## config.mk

```make
export PLATFORM = sky130hd
export DESIGN_NAME = request_unit
export DESIGN_NICKNAME = d
export VERILOG_FILES = /design/src/rtl/cpu_types_pkg.sv /design/src/rtl/request_unit_link_register.sv /design/src/rtl/request_unit.sv
export SDC_FILE = /design/constraint.sdc
export NUM_CORES = 1
export LEC_CHECK = 0
export ABC_AREA = 1
export BUFFER_PORTS_ARGS = -buffer_cell sky130_fd_sc_hd__buf_2
export CAP_MARGIN = 40
export CORE_AREA = 5 5 42 44
export DETAILED_ROUTE_END_ITERATION = 16
export DIE_AREA = 0 0 47 49
export GPL_TIMING_DRIVEN = 0
export HOLD_SLACK_MARGIN = 0.03
export PLACE_DENSITY_LB_ADDON = 0.12
export SETUP_SLACK_MARGIN = 0.02
export SLEW_MARGIN = 15
export SYNTH_ARGS = -nofsm -noshare
export SYNTH_HDL_FRONTEND = slang
export SYNTH_SLANG_ARGS = --single-unit
export TNS_END_PERCENT = 5
```

## constraint.sdc

```tcl
create_clock -name CLK -period 1.31 [get_ports CLK]
set_clock_uncertainty 0.2 [all_clocks]
set_input_delay 0.0655 -clock CLK [delete_from_list [all_inputs] [get_ports CLK]]
set_output_delay 0.0655 -clock CLK [all_outputs]
set_load 0.05 [all_outputs]
```

## src/rtl/cpu_types_pkg.sv

```systemverilog
// -----------------------------------------------------------------------------
// cpu_types_pkg
// Shared CPU types for the memory request path.
//   word_t     : 32-bit machine word (addresses, data)
//   reqstate_t : request_unit FSM states
// -----------------------------------------------------------------------------
package cpu_types_pkg;

    localparam int WORD_W = 32;

    typedef logic [WORD_W-1:0] word_t;

    typedef enum logic [1:0] {
        IDLE   = 2'd0,
        DREQ   = 2'd1,
        SCFAIL = 2'd2,
        HALTED = 2'd3
    } reqstate_t;

endpackage

```

## src/rtl/request_unit_link_register.sv

```systemverilog
// -----------------------------------------------------------------------------
// link_register
// Load-linked reservation: one valid bit plus the reserved word address.
// Only present when LLSC_EN is defined.
// Ports:
//   clk, rst   : clock, synchronous active-high reset (clears the reservation)
//   ll_done    : an LL access completed this cycle -> reserve addr
//   wr_done    : a write access completed this cycle -> drop reservation if
//                it hit the reserved address
//   addr       : current data address
//   link_match : reservation valid and addr equals the reserved address
// -----------------------------------------------------------------------------
`ifdef LLSC_EN
module link_register
    import cpu_types_pkg::*;
(
    input  logic  clk,
    input  logic  rst,
    input  logic  ll_done,
    input  logic  wr_done,
    input  word_t addr,
    output logic  link_match
);

    logic  link_valid_q, link_valid_d;
    word_t link_addr_q, link_addr_d;

    // Next reservation: LL sets it, any completed write to the reserved
    // address (including a successful SC) clears it.
    always_comb begin
        link_valid_d = link_valid_q;
        link_addr_d  = link_addr_q;
        if (ll_done) begin
            link_valid_d = 1'b1;
            link_addr_d  = addr;
        end else if (wr_done && (addr == link_addr_q)) begin
            link_valid_d = 1'b0;
        end else begin
            link_valid_d = link_valid_q;
        end
    end

    // Reservation registers.
    always_ff @(posedge clk) begin
        if (rst) begin
            link_valid_q <= 1'b0;
            link_addr_q  <= '0;
        end else begin
            link_valid_q <= link_valid_d;
            link_addr_q  <= link_addr_d;
        end
    end

    assign link_match = link_valid_q && (addr == link_addr_q);

endmodule
`endif

```

## src/rtl/request_unit.sv

```systemverilog
// -----------------------------------------------------------------------------
// request_unit
// Turns decoded memory/halt requests into registered cache enables. A data
// request is accepted only together with an instruction fetch completion
// (ihit) and held until the data access completes (dhit).
// Optional feature: define LLSC_EN to compile in LL/SC support via
// link_register; otherwise ll/sc act as plain load/store and sc_success is 1.
// Ports:
//   CLK, RST              : clock, synchronous active-high reset
//   ihit, dhit            : instruction / data access complete
//   MemRead, MemWrite     : decoded load / store
//   halt_in               : decoded halt
//   ll, sc                : decoded load-linked / store-conditional
//   daddr                 : data address
//   imemREN               : instruction read enable (0 only when halted)
//   dmemREN, dmemWEN      : registered data read / write enables
//   halt                  : registered sticky halt
//   sc_success            : SC outcome written to rt
// -----------------------------------------------------------------------------
module request_unit
    import cpu_types_pkg::*;
(
    input  logic        CLK,
    input  logic        RST,
    input  logic        ihit,
    input  logic        dhit,
    input  logic        MemRead,
    input  logic        MemWrite,
    input  logic        halt_in,
    input  logic        ll,
    input  logic        sc,
    input  logic [31:0] daddr,
    output logic        imemREN,
    output logic        dmemREN,
    output logic        dmemWEN,
    output logic        halt,
    output logic        sc_success
);

    reqstate_t state_q, state_d;
    logic      dmem_ren_q, dmem_ren_d;
    logic      dmem_wen_q, dmem_wen_d;
    logic      halt_q, halt_d;
    logic      imem_ren_q, imem_ren_d;

    logic      rd_req;
    logic      wr_req;

    // LL is a read and SC a write as far as the cache is concerned.
    assign rd_req = MemRead | ll;
    assign wr_req = MemWrite | sc;

`ifdef LLSC_EN
    logic sc_success_q, sc_success_d;
    logic is_ll_q, is_ll_d;
    logic link_match;
    logic access_done;

    assign access_done = (state_q == DREQ) && dhit;

    link_register u_link_register (
        .clk        (CLK),
        .rst        (RST),
        .ll_done    (access_done && is_ll_q),
        .wr_done    (access_done && dmem_wen_q),
        .addr       (daddr),
        .link_match (link_match)
    );
`else
    logic unused_daddr;
    assign unused_daddr = ^daddr;
`endif

    // Next state and next enables.
    always_comb begin
        state_d    = state_q;
        dmem_ren_d = dmem_ren_q;
        dmem_wen_d = dmem_wen_q;
        halt_d     = halt_q;
`ifdef LLSC_EN
        sc_success_d = sc_success_q;
        is_ll_d      = is_ll_q;
`endif
        case (state_q)
            IDLE: begin
                // Halt outranks any memory request decoded with it.
                if (ihit && halt_in) begin
                    state_d    = HALTED;
                    halt_d     = 1'b1;
                    dmem_ren_d = 1'b0;
                    dmem_wen_d = 1'b0;
                end
`ifdef LLSC_EN
                else if (ihit && sc && !link_match) begin
                    state_d      = SCFAIL;
                    sc_success_d = 1'b0;
                end
`endif
                else if (ihit && (rd_req || wr_req)) begin
                    state_d    = DREQ;
                    dmem_ren_d = rd_req & ~wr_req;
                    dmem_wen_d = wr_req;
`ifdef LLSC_EN
                    is_ll_d = ll & ~wr_req;
                    // Success is decided at issue; the reservation cannot
                    // change before this write completes.
                    if (sc) begin
                        sc_success_d = 1'b1;
                    end else begin
                        sc_success_d = sc_success_q;
                    end
`endif
                end else begin
                    state_d = IDLE;
                end
            end
            DREQ: begin
                if (dhit) begin
                    state_d    = IDLE;
                    dmem_ren_d = 1'b0;
                    dmem_wen_d = 1'b0;
                end else begin
                    state_d = DREQ;
                end
            end
            SCFAIL: begin
                state_d = IDLE;
            end
            HALTED: begin
                state_d    = HALTED;
                dmem_ren_d = 1'b0;
                dmem_wen_d = 1'b0;
                halt_d     = 1'b1;
            end
            default: begin
                state_d    = IDLE;
                dmem_ren_d = 1'b0;
                dmem_wen_d = 1'b0;
            end
        endcase
        imem_ren_d = (state_d != HALTED);
    end

    // State and output registers.
    always_ff @(posedge CLK) begin
        if (RST) begin
            state_q    <= IDLE;
            dmem_ren_q <= 1'b0;
            dmem_wen_q <= 1'b0;
            halt_q     <= 1'b0;
            imem_ren_q <= 1'b1;
        end else begin
            state_q    <= state_d;
            dmem_ren_q <= dmem_ren_d;
            dmem_wen_q <= dmem_wen_d;
            halt_q     <= halt_d;
            imem_ren_q <= imem_ren_d;
        end
    end

`ifdef LLSC_EN
    // LL/SC bookkeeping registers.
    always_ff @(posedge CLK) begin
        if (RST) begin
            sc_success_q <= 1'b0;
            is_ll_q      <= 1'b0;
        end else begin
            sc_success_q <= sc_success_d;
            is_ll_q      <= is_ll_d;
        end
    end

    assign sc_success = sc_success_q;
`else
    assign sc_success = 1'b1;
`endif

    assign imemREN = imem_ren_q;
    assign dmemREN = dmem_ren_q;
    assign dmemWEN = dmem_wen_q;
    assign halt    = halt_q;

endmodule

```

==> results.cfg <==
[detailed_routing]
drt_first_pass_iters = 3
drc = 0
via_per_inst = 3.88
drt_iter0_markers = 4
wl_per_cell_um = 8.61
drtAntennaViolNets = 0
routed_wl_um = 663
vias = 299

[finish]
multi_input_area_um2 = 155
fill_cells = 169
drive_gt1_share_pct = 44.3
final_nets = 104
fin_area_um2 = 432
regArea_um2 = 120
final_util_pct = 30.8
area_growth_pct = 43.2
n_antenna_cell = 0

[setup_path]
worstRegToRegCells = 8
critPathMaxFanout = 2
r2r_setup_slack_ps = 120
critPathSlowestCell = dlygate4sd3_1
crit_path_frequent_cell = nor2_1
critical_path_class = in2reg
start_kind = primary input
r2r-start = state_q[1]$_SDFF_PP0_
cpPeakStageDelay_ps = 550
crit_arrival_ps = 1190
crit_path_end_kind = flip-flop
rr_endpoint = dmemREN$_SDFFE_PP0P_
worstPathRequired_ps = 1290
path_cells = buf_2 > nor2_2 > dlygate4sd3_1 > inv_1 > nor3_2 > nor2_1 > nor2_1
path_buf_inv = 3
crit_family = buffers and inverters

[clock_network]
cts_root_buf = clkbuf_4
clk_pin_slew_worst_paths_ps = 40
cts_tree = yes
numCtsBuffers = 3
cts_max_path_buffers = 2
h-tree-depth = 1
clkSinkCount = 6
clkLatencyLatePin_ps = 240
postCtsSetupRepairBufs = 0

[synth]
synth.cell_area_um2 = 302
synth-seq-cells = 6
synth_area_leaders = dfxtp_1, nand2_1, nor2_1, inv_1, nor2_2
synth_area_leader_cell = dfxtp_1
synth_warnings = 0
ys_seq_area_share_pct = 39.8
syn_avg_cell_area_um2 = 6.85
syn_inst = 44
synth_top_area_share_pct = 39.8
synth_cell_types = 16
syn-num-nets = 85

[timing]
setup_slack_ps = 96.0
rsz0062_at_grt = false
finalMaxSlewViolations = 0
clock.fmax_mhz = 824
finalCriticalPeriod_ps = 1210
setup_tns_ps = 0
setup_violations = 0
hold_violations = 0
period_share_pct = 92.7

[pwr]
power_leakage_nw = 0.234
powerDensity_mw_per_mm2 = 1710
ir_drop_v = 0.000515

[floorplanning]
fp-row-count = 14
core-area_mm2 = 0.00140
die_y_um = 49
initial_utilization_pct = 21.5
die_x_um = 47
dieArea_mm2 = 0.00230
io_pins = 46

[worst_hold_path]
hold_class = in2reg
min_to = state_q[0]$_SDFF_PP0_
whs_path_depth = 5
holdCritStartpoint = ihit

[placed_design]
dpl.hpwl_um = 522
placed_cell_area_um2 = 382
gp_congestion = 0.631
port_buffers = 12
place_ws_ps = 124

[grt]
first_global_vias = 250
antenna_found_initial = 0
grt_pass1_wl_um = 986
grtUsageTotal_pct = 6.41
grt_overflow = 0
grtUsageMet1_pct = 7.27
use_met3_pct = 1.48
grt-busiest-layer = met4
grt_max_degree = 5
met2_usage_pct = 8.14

[flow_run]
cap_viol_max_count = 0

[run_status]
outcome = finished clean
[metrics by stage]
step           total power [W]  std cells  hold WS (ps)
3_5_place_dp          0.000567         72          67.6
2_1_floorplan         0.000502         44         -62.1
6_report              0.000737         77          37.7
5_1_grt               0.000801         77          56.3
3_3_place_gp          0.000568         72          73.2
4_1_cts               0.000750         77          30.1
[layout make-up]
cell class                      count  area share, %
Inverter                            7           6.09
Timing Repair Buffer               14           18.6
Tap cell                           16           4.64
Multi-Input combinational cell     30           35.9
Buffer                              1           1.74
Clock buffer                        3           5.22
Sequential cell                     6           27.8
[worst max path at each step]
stage,cells after the start,slack [ps],startpoint,endpoint
after global routing,7,20,sc,dmemREN$_SDFFE_PP0P_
final,7,100,sc,dmemREN$_SDFFE_PP0P_
after floorplan,8,180,state_q[1]$_SDFF_PP0_,dmemREN$_SDFFE_PP0P_
after detailed placement,8,120,state_q[1]$_SDFF_PP0_,dmemREN$_SDFFE_PP0P_
after global placement,8,120,state_q[1]$_SDFF_PP0_,dmemREN$_SDFFE_PP0P_
after CTS,7,60,sc,dmemREN$_SDFFE_PP0P_
[per-layer routing]
metal	vias to the layer above	part of all wire, %
met5	-	0
met4	0	4.5
met3	3	14
met2	15	40
met1	115	42
li1	166	-
[cells by family (layout without fill, tap and decap cells)]
| family | Yosys count | after routing | share of synthesized area, % |
|---|---|---|---|
| flip-flops | 6 | 6 | 39.8 |
| buffers and inverters | 8 | 25 | 11.2 |
| other | 1 | 1 | 1.24 |
| AO/OA/AOI/OAI | 4 | 4 | 8.71 |
| AND/OR/NAND/NOR | 25 | 25 | 39.0 |
[timing repair]
item	CTS	global route
hold buffers	2	0
resized for setup	0	2
setup endpoints to repair	0	1
endpoints found under the hold margin	6	0
[sequential cells by signal, indices dropped and copies added (netlist names)]
signal   count
dmemREN      1
dmemWEN      1
halt         1
imemREN      1
state_q      2
[worst register-to-register path, delay by kind of cell, from the launching register on]
family                 cells  cell delay [ps]
flip-flops                 1              330
buffers and inverters      1               70
AND/OR/NAND/NOR            7              480
[cells in the mapped netlist]
cell type  count
nor2_2         3
conb_1         1
nand2_4        1
inv_1          5
inv_2          2
a21oi_1        1
o21ai_1        1
nand2_1       10
o21ai_2        1
nor2_1         6
dfxtp_1        6
nand3_1        2
o31ai_1        1
nand2_2        2
buf_4          1
nor3_1         1
[cells in the final DEF, fill, tap and decap left out]
| cell | count |
|---|---|
| inv_2 | 2 |
| nand3_1 | 2 |
| o21ai_1 | 1 |
| nand2_2 | 2 |
| inv_1 | 5 |
| buf_2 | 12 |
| buf_4 | 1 |
| nor3_2 | 1 |
| nor2_2 | 4 |
| o21ai_2 | 1 |
| dlygate4sd3_1 | 2 |
| nand2_4 | 1 |
| dfxtp_1 | 6 |
| conb_1 | 1 |
| nand2_1 | 10 |
| nor2_1 | 5 |
| o31ai_1 | 1 |
| a21oi_1 | 1 |
| clkbuf_4 | 3 |
[power breakdown]
part           switching, W  leakage (nW)  internal, W  total, W
combinational      0.000223         0.171    0.0000952  0.000319
clock             0.0000649        0.0138     0.000103  0.000168
sequential        0.0000236        0.0498     0.000226  0.000250
total              0.000312         0.234     0.000425  0.000737
(Power assumes the default switching activity.)
